`src/rtl/cgra_fu_pkg.sv`:
```
// Shared types and constants for the s_tile functional units.
// Holds the accumulator FSM state encoding and the default group length.
package cgra_fu_pkg;

  typedef enum logic [1:0] {ACC_IDLE, ACC_ACCUM, ACC_HOLD} acc_state_t;

  localparam int ACC_LEN_DEFAULT = 1;

endpackage

```
`src/rtl/accumulator_fu.sv`:
```
// Reduction stage after the multiplier FU: sums acc_len unsigned products per group.
// Define ACCUMULATOR_FU_SAT_EN for saturating arithmetic; default build wraps.
module accumulator_fu
  import cgra_fu_pkg::*;
#(
  parameter int IN_WIDTH  = 16,
  parameter int ACC_WIDTH = 24,
  parameter int CNT_WIDTH = 4
) (
  input  logic                 clk,
  input  logic                 reset_n,
  input  logic                 on_off,
  input  logic [CNT_WIDTH-1:0] acc_len,
  input  logic                 in_valid,
  input  logic [IN_WIDTH-1:0]  in_data,
  output logic                 in_ready,
  output logic                 out_valid,
  input  logic                 out_ready,
  output logic [ACC_WIDTH-1:0] out_data,
  output logic                 overflow,
  output logic                 drop
);

  localparam logic [CNT_WIDTH-1:0] LEN_ONE = CNT_WIDTH'(ACC_LEN_DEFAULT);

  acc_state_t           state_q, state_d;
  logic [ACC_WIDTH-1:0] acc_q, acc_d;
  logic [CNT_WIDTH-1:0] cnt_q, cnt_d;
  logic [CNT_WIDTH-1:0] len_q, len_d;
  logic                 ovf_q, ovf_d;
  logic                 drop_q, drop_d;

  logic [ACC_WIDTH-1:0] in_ext;
  logic [ACC_WIDTH:0]   sum;
  logic                 carry;
  logic [ACC_WIDTH-1:0] sum_acc;
  logic [CNT_WIDTH-1:0] len_eff;
  logic [CNT_WIDTH-1:0] cnt_inc;
  logic                 accept;
  logic                 start_grp;

  assign in_ready  = (state_q != ACC_HOLD) | out_ready;
  assign out_valid = (state_q == ACC_HOLD);
  assign out_data  = acc_q;
  assign overflow  = ovf_q;
  assign drop      = drop_q;

  assign accept  = in_valid & in_ready & on_off;
  assign len_eff = (acc_len == '0) ? LEN_ONE : acc_len;
  assign cnt_inc = cnt_q + LEN_ONE;

  always_comb begin
    in_ext = '0;
    in_ext[IN_WIDTH-1:0] = in_data;
    sum   = {1'b0, acc_q} + {1'b0, in_ext};
    carry = sum[ACC_WIDTH];
`ifdef ACCUMULATOR_FU_SAT_EN
    // Once clamped, any further nonzero beat carries again, so the clamp holds for the group.
    sum_acc = carry ? {ACC_WIDTH{1'b1}} : sum[ACC_WIDTH-1:0];
`else
    sum_acc = sum[ACC_WIDTH-1:0];
`endif
  end

  always_comb begin
    state_d   = state_q;
    acc_d     = acc_q;
    cnt_d     = cnt_q;
    len_d     = len_q;
    ovf_d     = ovf_q;
    drop_d    = drop_q | (in_valid & on_off & ~in_ready);
    start_grp = 1'b0;

    case (state_q)
      ACC_IDLE: begin
        start_grp = accept;
      end
      ACC_ACCUM: begin
        if (accept) begin
          acc_d = sum_acc;
          ovf_d = ovf_q | carry;
          cnt_d = cnt_inc;
          if (cnt_inc == len_q) state_d = ACC_HOLD;
        end
      end
      ACC_HOLD: begin
        if (out_ready) begin
          state_d   = ACC_IDLE;
          start_grp = accept;
        end
      end
      default: state_d = ACC_IDLE;
    endcase

    // A beat landing on the result handshake opens the next group without a bubble.
    if (start_grp) begin
      acc_d   = in_ext;
      cnt_d   = LEN_ONE;
      len_d   = len_eff;
      ovf_d   = 1'b0;
      state_d = (len_eff == LEN_ONE) ? ACC_HOLD : ACC_ACCUM;
    end
  end

  always_ff @(posedge clk or negedge reset_n) begin
    if (!reset_n) begin
      state_q <= ACC_IDLE;
      acc_q   <= '0;
      cnt_q   <= '0;
      len_q   <= LEN_ONE;
      ovf_q   <= 1'b0;
      drop_q  <= 1'b0;
    end else begin
      state_q <= state_d;
      acc_q   <= acc_d;
      cnt_q   <= cnt_d;
      len_q   <= len_d;
      ovf_q   <= ovf_d;
      drop_q  <= drop_d;
    end
  end

endmodule

```
`config.mk`:
```
export PLATFORM = sky130hd
export DESIGN_NAME = accumulator_fu
export DESIGN_NICKNAME = d
export VERILOG_FILES = /design/src/rtl/cgra_fu_pkg.sv /design/src/rtl/accumulator_fu.sv
export SDC_FILE = /design/constraint.sdc
export NUM_CORES = 1
export LEC_CHECK = 0
export BUFFER_PORTS_ARGS = -buffer_cell sky130_fd_sc_hd__buf_2
export CORE_ASPECT_RATIO = 2
export CORE_MARGIN = 8
export CORE_UTILIZATION = 59
export CTS_CLUSTER_DIAMETER = 120
export DETAILED_ROUTE_END_ITERATION = 8
export GPL_TIMING_DRIVEN = 0
export PLACE_DENSITY = 0.87
export SYNTH_ARGS = -nofsm -noshare
export SYNTH_HDL_FRONTEND = slang
export SYNTH_SLANG_ARGS = --single-unit
```
`constraint.sdc`:
```
create_clock -name clk -period 3.9 [get_ports clk]
set_clock_uncertainty 0.2 [all_clocks]
set_input_delay 0.78 -clock clk [delete_from_list [all_inputs] [get_ports clk]]
set_output_delay 0.78 -clock clk [all_outputs]
set_load 0.01 [all_outputs]
```
==> results of run 1 <==
## Yosys cell counts, drive strengths merged (5+ instances only)
cell,instances,share of area (%)
nand3,6,1.2
inv,10,1.5
dfrtp,35,34
o2111ai,5,2.0
o21ai,21,4.1
buf,5,1.3
xnor2,10,3.4
xor2,11,3.8
nor2,28,4.1
nand2b,7,1.7
nand2,42,6.2
clkbuf,8,2.0
a21oi,34,7.4
ha,17,8.3
nand4,5,1.2
and3,5,1.2
## layout make-up
class / instances / area, sq um
clock buffer: 7 / 86.3
multi-input combinational: 239 / 1520
timing repair buffer: 52 / 260
tap: 54 / 67.6
clock inverter: 1 / 7.51
buffer: 13 / 83.8
fill: 352 / 1280
inverter: 10 / 37.5
sequential: 36 / 902
## logic make-up (layout without fill, tap and decap cells)
logic type,count (synthesis),in the layout
xor+xnor,21,21
mux,2,2
compound gates,90,90
fa+ha+maj,18,18
simple gates,108,108
buf+inv,23,83
flops,36,36
## cell usage in the layout (no fill, tap or decap), types with 2 or more instances in the layout
cell type                   count
sky130_fd_sc_hd__buf_2         54
sky130_fd_sc_hd__nand2_1       42
sky130_fd_sc_hd__dfrtp_1       35
sky130_fd_sc_hd__a21oi_1       31
sky130_fd_sc_hd__nor2_1        28
sky130_fd_sc_hd__o21ai_0       18
sky130_fd_sc_hd__ha_1          17
sky130_fd_sc_hd__xor2_1        11
sky130_fd_sc_hd__inv_1         10
sky130_fd_sc_hd__xnor2_1       10
sky130_fd_sc_hd__clkbuf_8       8
sky130_fd_sc_hd__nand2b_1       7
sky130_fd_sc_hd__clkbuf_1       6
sky130_fd_sc_hd__nand3_1        6
sky130_fd_sc_hd__nand4_1        5
sky130_fd_sc_hd__and3_1         5
sky130_fd_sc_hd__nor2b_1        4
sky130_fd_sc_hd__or3_1          4
sky130_fd_sc_hd__nor3_1         4
sky130_fd_sc_hd__o2111ai_1      4
sky130_fd_sc_hd__a31oi_1        3
sky130_fd_sc_hd__a21o_1         3
sky130_fd_sc_hd__o22ai_1        3
sky130_fd_sc_hd__o21ai_1        3
sky130_fd_sc_hd__a21oi_2        2
sky130_fd_sc_hd__o211ai_1       2
sky130_fd_sc_hd__a221o_1        2
sky130_fd_sc_hd__mux2i_1        2
## power by group
part / switching (mW) / internal (mW)
Combinational: 0.727 / 0.549
Clock: 0.142 / 0.144
Sequential: 0.126 / 0.518
Total: 0.995 / 1.21
## layer usage
layer / vias up / track usage (%) / wire, um
met5: - / 0 / 0
met3: 18 / 4.22 / 374
li1: 1179 / - / -
met4: 0 / 11.7 / 201
met1: 1166 / 20.7 / 2690
met2: 87 / 36.7 / 3450
## per-stage QoR
| stage | hold slack (ns) | cell area [sq um] | std cells |
|---|---|---|---|
| after floorplan | 0.267 | 2550 | 298 |
| after global placement | 0.261 | 2880 | 404 |
| after detailed placement | 0.258 | 2880 | 404 |
| after CTS | 0.275 | 2970 | 412 |
| after global routing | 0.304 | 2970 | 412 |
| final | 0.276 | 2970 | 412 |
## flip-flops by register name (all words and copies together) (netlist names)
signal    count
cnt_q         4
drop          1
len_q         4
out_data     24
overflow      1
state_q       2
## how the worst max path moves through the flow
stage | cells after the start | end | startpoint
6_report | 11 | out_data[22] | in_data[0]
3_3_place_gp | 11 | out_data[18] | in_data[0]
3_5_place_dp | 11 | out_data[22] | in_data[0]
2_1_floorplan | 10 | out_data[12] | in_data[0]
4_1_cts | 11 | out_data[22] | in_data[0]
5_1_grt | 11 | out_data[22] | in_data[0]
==> results list, run 1 <==
* Outcome: complete, no violations
- Sum of net half-perimeters after detailed placement: 4.96 mm
- Num ports: 53
- Slew at the pin closest to its max-slew limit: 0.814 ns
- Counting along the longest clock path gives a buffer depth of 2.
- The count of final max-slew check failures is 0.
- The detail route stage leaves a number of antenna-violating nets equal to 0.
- After routing, the total negative slack on setup checks comes to 0 ns.
* Category of cells accounting for the largest share of critical-path delay: compound AO/OA/AOI/OAI gates
- Counting instances, the worst hold path has a depth of 1.
- The clock drives 36 sinks.
- Via count of the first global-routing pass: 2548
- Setup repair after global routing left no endpoint under its margin.
- Growth of design area from synthesis to finish: 16.6%
- Worst slack at placement: 0.623 ns
- Count of different cell masters after synthesis: 56
- For hold timing, the worst endpoint is drop.
* Buffers inserted during post-CTS setup optimization: 0
- Drc violations: 0
- The completed layout was analyzed and its total power is 2.21 mW.
* Area of the die: 6800 sq um
* Type of the worst setup path: input pin to flip-flop
* Die X: 62.5 um
* Clock transition at path regs: 0.08 ns
* CTS Root Cell: sky130_fd_sc_hd__clkbuf_8
- Number of enable flip-flop cells after synthesis: 0
- Element type at the critical path start: input pin
- The synthesized netlist devotes 23.4% of its cell area to compound gates.
* Crit share post-route: 76.6%
- Fmax: 335 MHz
- Synthesis produced a netlist with a net count of 341.
- Leading register cell type out of synthesis: sky130_fd_sc_hd__dfrtp_1
- For this run the aggregate overflow at the end of global routing stands at 0.
- Count of buffers inserted at the top-level ports: 52
* Cell area power density: 743 nW/um^2
- CP Cell Sequence: buf_2, ha_1, inv_1, fa_1, and2b_4, o2111ai_2, a311o_1, a21oi_4, o2111ai_1, xor2_1, nor2_1
- The number of clock buffers added by TritonCTS is 5.
- For this block, the routed nets add up to 6.71 mm of wire.
- Layout cell share with drive strength beyond 1: 20.9%
* CP required: 3.87 ns
* Final layout net count: 400
* Aggregate global-route resource usage: 20.1%
* Sequential-to-total area share from yosys stat: 35.4%
* Floorplan core area: 4250 sq um
- At the later pin of the worst-skew pair, clock insertion delay measures 0.30 ns.
- Pre-antenna DRT Iters: 5
* Fraction of the mapped netlist area in adder cells: 9.14%
* Leakage dissipation: 1.42 nW
- Setup slack of the worst register-to-register path: 1.11 ns
* Die Span Y: 109 um
- Classification of the worst-slack hold path: flip-flop to flip-flop
- Final number of setup-violating endpoints: 0
* R2R Path Start: out_data[0]
* Type of element capturing the critical path: flip-flop
- Detailed router's first-iteration violation count: 66
- Source of the worst hold timing path: drop
* Post-Synthesis Cells: 298
- Peak fanout along the critical path: 5
* Number of flip-flops and latches in the synthesized netlist: 36
* Yosys Warn Count: 0
- Cells fill 69.8% of the core in the end.
* Final worst path period need: 2.99 ns
- The repair_antennas step left the layout with diodes totalling 0.
- The first global-routing pass estimated 11.2 mm of wire.
- Among all stages on the critical path, the largest delay is contributed by sky130_fd_sc_hd__a311o_1.
- The worst pin sits at a relative slew slack of 45.7%.
* Floorplan row count: 34
* R2r worst-path depth: 10
* Initial antenna violation count: 0
- Dominant combinational cell family by area after synthesis: compound AO/OA/AOI/OAI gates
- For this block, the via count after detailed routing is 2450.
- Average detailed-routed wire length per instance: 16.3 um
* Hold-fix buffers, CTS: 0
* Effective utilization at floorplan: 59.9%
- After synthesis the cells add up to 2550 sq um.
- The H-tree was split into 2 levels.
* Maximum Capacitance Violations: 0
- Counting flops with an async set or reset pin after synthesis yields a share of 100%.
- At the worst endpoint, the arrival time is 2.96 ns.
* CTS tree: yes
* Post-cts repair resize count: 0
- Post-Syn Area per Cell: 8.55 sq um
- Buffers plus inverters on the worst setup path: 2
* Share of synthesized area spent on multiplexers: 0.786%
* Peak ir drop on the vdd network: 531 uV
- After detailed routing, the number of vias per cell comes to 5.95.
- Simple logic cell fraction of the synthesized area: 19.3%
- Pin count of the biggest net entering global routing: 37
- Once routing completed, OpenROAD measured the worst setup slack at 0.911 ns.
* R2r endpoint: out_data[22]
- Final-report hold violation count: 0
- Final weighted congestion of routability-driven global placement: 0.948
- Delay of the slowest cell on the worst path: 0.47 ns
* Xor and xnor area share after synthesis: 7.22%
(Power assumes the default switching activity.)
==> run 2, diff against run 1 <==
--- a/config.mk
+++ b/config.mk
@@ -8,11 +8,11 @@
 export BUFFER_PORTS_ARGS = -buffer_cell sky130_fd_sc_hd__buf_2
 export CORE_ASPECT_RATIO = 2
 export CORE_MARGIN = 8
-export CORE_UTILIZATION = 59
+export CORE_UTILIZATION = 55
 export CTS_CLUSTER_DIAMETER = 120
 export DETAILED_ROUTE_END_ITERATION = 8
 export GPL_TIMING_DRIVEN = 0
-export PLACE_DENSITY = 0.87
+export PLACE_DENSITY = 0.82
 export SYNTH_ARGS = -nofsm -noshare
 export SYNTH_HDL_FRONTEND = slang
 export SYNTH_SLANG_ARGS = --single-unit
==> constraint.sdc (replaced) <==
create_clock -name clk -period 3.1 [get_ports clk]
set_clock_uncertainty 0.2 [all_clocks]
set_input_delay 0.62 -clock clk [delete_from_list [all_inputs] [get_ports clk]]
set_output_delay 0.62 -clock clk [all_outputs]
set_load 0.01 [all_outputs]
==> run 2 against run 1 <==
Via count is 0.20% lower. First-iteration DRC count rose by 50%. Sequential power increased by 26%. Global-route usage shrank 0.68 points. Worst hold slack lost 0.056 ns. Clock power is 22% higher. Sequential share of layout area is essentially flat.
==> results list, run 2 (synthesis results as in run 1) <==
* Crit path arrival time: 2.74 ns (-0.22 ns)
* H-Tree Depth: 2 (unchanged)
- The final cell area excluding filler cells is 2970 sq um (about the same).
* Effective utilization at floorplan: 55.9% (-3.9 points)
- The count of maximum capacitance violations was 0 (unchanged).
- Final worst path period need: 2.78 ns
- Outcome: complete, no violations
* Num ports: 53 (unchanged)
- Cell area power density: 936 nW/um^2 (+26%)
- Clock buffer count from CTS: 5 (unchanged)
- The number of routed nets with antenna violations came to 0 (unchanged).
- Final number of setup-violating endpoints: 0 (unchanged)
- The worst register-to-register path ends at out_data[22].
- The maximum number of pins on one net before global-route repair was 37 (unchanged).
- Sink Count: 36 (unchanged)
- The critical path is of the input pin to flip-flop type.
- In this run the clock root is driven by a sky130_fd_sc_hd__clkbuf_8.
* Final layout net count: 400 (unchanged)
- Floorplan row count: 35 (+2.9%)
- First-pass GRT wire length: 11.4 mm (+2.5%)
* Crit share post-route: 89.7%
* R2r worst-path depth: 10 (unchanged)
- Growth of design area from synthesis to finish: 16.5% (about the same)
- Final weighted congestion of routability-driven global placement: 0.902 (-4.8%)
- Most common cell after layout, fill and taps aside: sky130_fd_sc_hd__buf_2
- The total global-route track usage is 19.4% (-0.68 points).
* Slew at the pin closest to its max-slew limit: 0.825 ns (+0.0108 ns)
* R2R Path Start: out_data[0]
* Critical Path Source: in_data[0]
- In the layout the commonest cells are sky130_fd_sc_hd__buf_2 (54), sky130_fd_sc_hd__nand2_1 (42), sky130_fd_sc_hd__dfrtp_1 (35).
* Delay of the slowest cell on the worst path: 0.46 ns (about the same)
* Largest register FFs: 24 (unchanged)
- Element type at the critical path start: input pin
- The count of buffers from port buffering was 52 (unchanged).
* Layout cell share with drive strength beyond 1: 20.7% (-0.28 points)
* Routed vias/inst: 5.92 (-0.45%)
* Drt total wl: 6.85 mm (+2.2%)
- The post-detailed-placement half-perimeter wirelength is 5.31 mm (+7.0%).
- Die X: 64.1 um (+2.7%)
- Post-cts repair resize count: 0 (unchanged)
* Buffers inserted during post-CTS setup optimization: 0 (unchanged)
* Final-report hold violation count: 0 (unchanged)
- CTS tree: yes
- The signal on the critical path passes through buf_2, ha_1, inv_1, fa_1, and2b_4, o2111ai_2, a311o_1, a21oi_4, o2111ai_1, xor2_1, nor2_1.
* Clock latency on the worst-skew pair: 0.29 ns (about the same)
- The first-pass detailed-route iteration total came to 5 (unchanged).
- The area of placed instances is 2880 sq um (about the same).
* Setup slack of the worst register-to-register path: 0.35 ns (-0.76 ns)
- The worst relative slew slack was 45.0% (-0.72 points).
* Detailed router's first-iteration violation count: 99 (+50%)
- Initial antenna violation count: 0 (unchanged)
- Peak ir drop on the vdd network: 632 uV (+19%)
* Hold-fix buffers, CTS: 0 (unchanged)
* Fmax: 359 MHz
* Total number of vias: 2445 (-0.20%)
* Remaining global-route overflow: 0 (unchanged)
* Worst Setup EP: out_data[22]
- Average detailed-routed wire length per instance: 16.6 um (+1.9%)
* Clk buf depth: 2 (unchanged)
* Die Span Y: 112 um (+3.0%)
- The worst setup path is captured at a flip-flop.
- The clock input transition at the sequential cells of the worst setup and hold paths was 0.07 ns (about the same).
- The critical-path maximum fanout came to 5 (unchanged).
* Via count of the first global-routing pass: 2607 (+2.3%)
- CP required: 3.06 ns (-0.81 ns)
- Drc violations: 0 (unchanged)
- On the critical path, the stage with the largest delay is an instance of sky130_fd_sc_hd__a311o_1.
* RSZ-0062 raised after global routing: no
* Fill cell count: 410 (+16%)
* Area of the die: 7200 sq um (+5.8%)
- The setup total negative slack was 0 ns (unchanged).
* Classification of the worst-slack hold path: input pin to asynchronous set/reset pin
* Leakage dissipation: 1.42 nW (about the same)
- The placeable core area came to 4550 sq um (+7.1%).
- Antenna cell count: 0 (unchanged)
- Final count of pins violating max slew: 0 (unchanged)
## run 2: cell types whose count changed in the layout (fill, tap and decap cells not counted)
cell                         previous run  this run
sky130_fd_sc_hd__clkbuf_1               6         7
sky130_fd_sc_hd__clkinvlp_4             1         0
## run 2: how the worst min path moves through the flow
stage | from | end | slack [ns] | cells past startpoint
2_1_floorplan | reset_n | cnt_q[0] | 0.12 | 0
3_3_place_gp | drop | drop | 0.26 | 1
6_report | reset_n | out_data[1] | 0.22 | 1
5_1_grt | reset_n | cnt_q[2] | 0.30 | 1
4_1_cts | reset_n | cnt_q[2] | 0.24 | 1
3_5_place_dp | drop | drop | 0.26 | 1
## run 2: layer usage
| layer | GRT usage, % | part of all wire, % | vias up |
|---|---|---|---|
| met5 | 0 | 0 | - |
| met4 | 9.53 | 2.5 | 0 |
| met3 | 3.49 | 4.4 | 16 |
| met2 | 37.9 | 56 | 67 |
| met1 | 18.1 | 37 | 1184 |
| li1 | - | - | 1178 |
## run 2: cell type report
| class | count | area (sq um) | area share [%] |
|---|---|---|---|
| multi-input cells | 239 | 1520 | 51.4 |
| flip-flops and latches | 36 | 902 | 30.4 |
| repair buffers | 52 | 260 | 8.77 |
| clock buffers | 8 | 90.1 | 3.04 |
| plain buffers | 13 | 83.8 | 2.83 |
| well taps | 55 | 68.8 | 2.32 |
| inverters | 10 | 37.5 | 1.27 |
## run 2: metrics by stage
step	hold slack [ns]	std cells	total power [mW]	setup WS [ns]	util, %
floorplan	0.124	298	1.98	0.305	-
global placement	0.256	405	2.36	0.0150	63.2
detailed placement	0.264	405	2.42	0.0120	63.2
CTS	0.243	413	2.77	0.305	65.1
global route	0.296	413	3.01	0.170	65.1
finish	0.220	413	2.78	0.318	65.1
## run 2: critical path, delay by kind of cell
family	cells	cell delay, ns
AO/OA/AOI/OAI	4	0.94
adder cells (fa/ha/maj)	2	0.52
AND/OR/NAND/NOR	2	0.34
XOR/XNOR	1	0.18
buffers and inverters	2	0.15
## run 2: power by group
part           switching, mW  leakage [nW]  internal (mW)
Sequential             0.158         0.446          0.653
Clock                  0.168        0.0455          0.181
Combinational          0.926         0.931          0.691
Total                   1.25          1.42           1.52
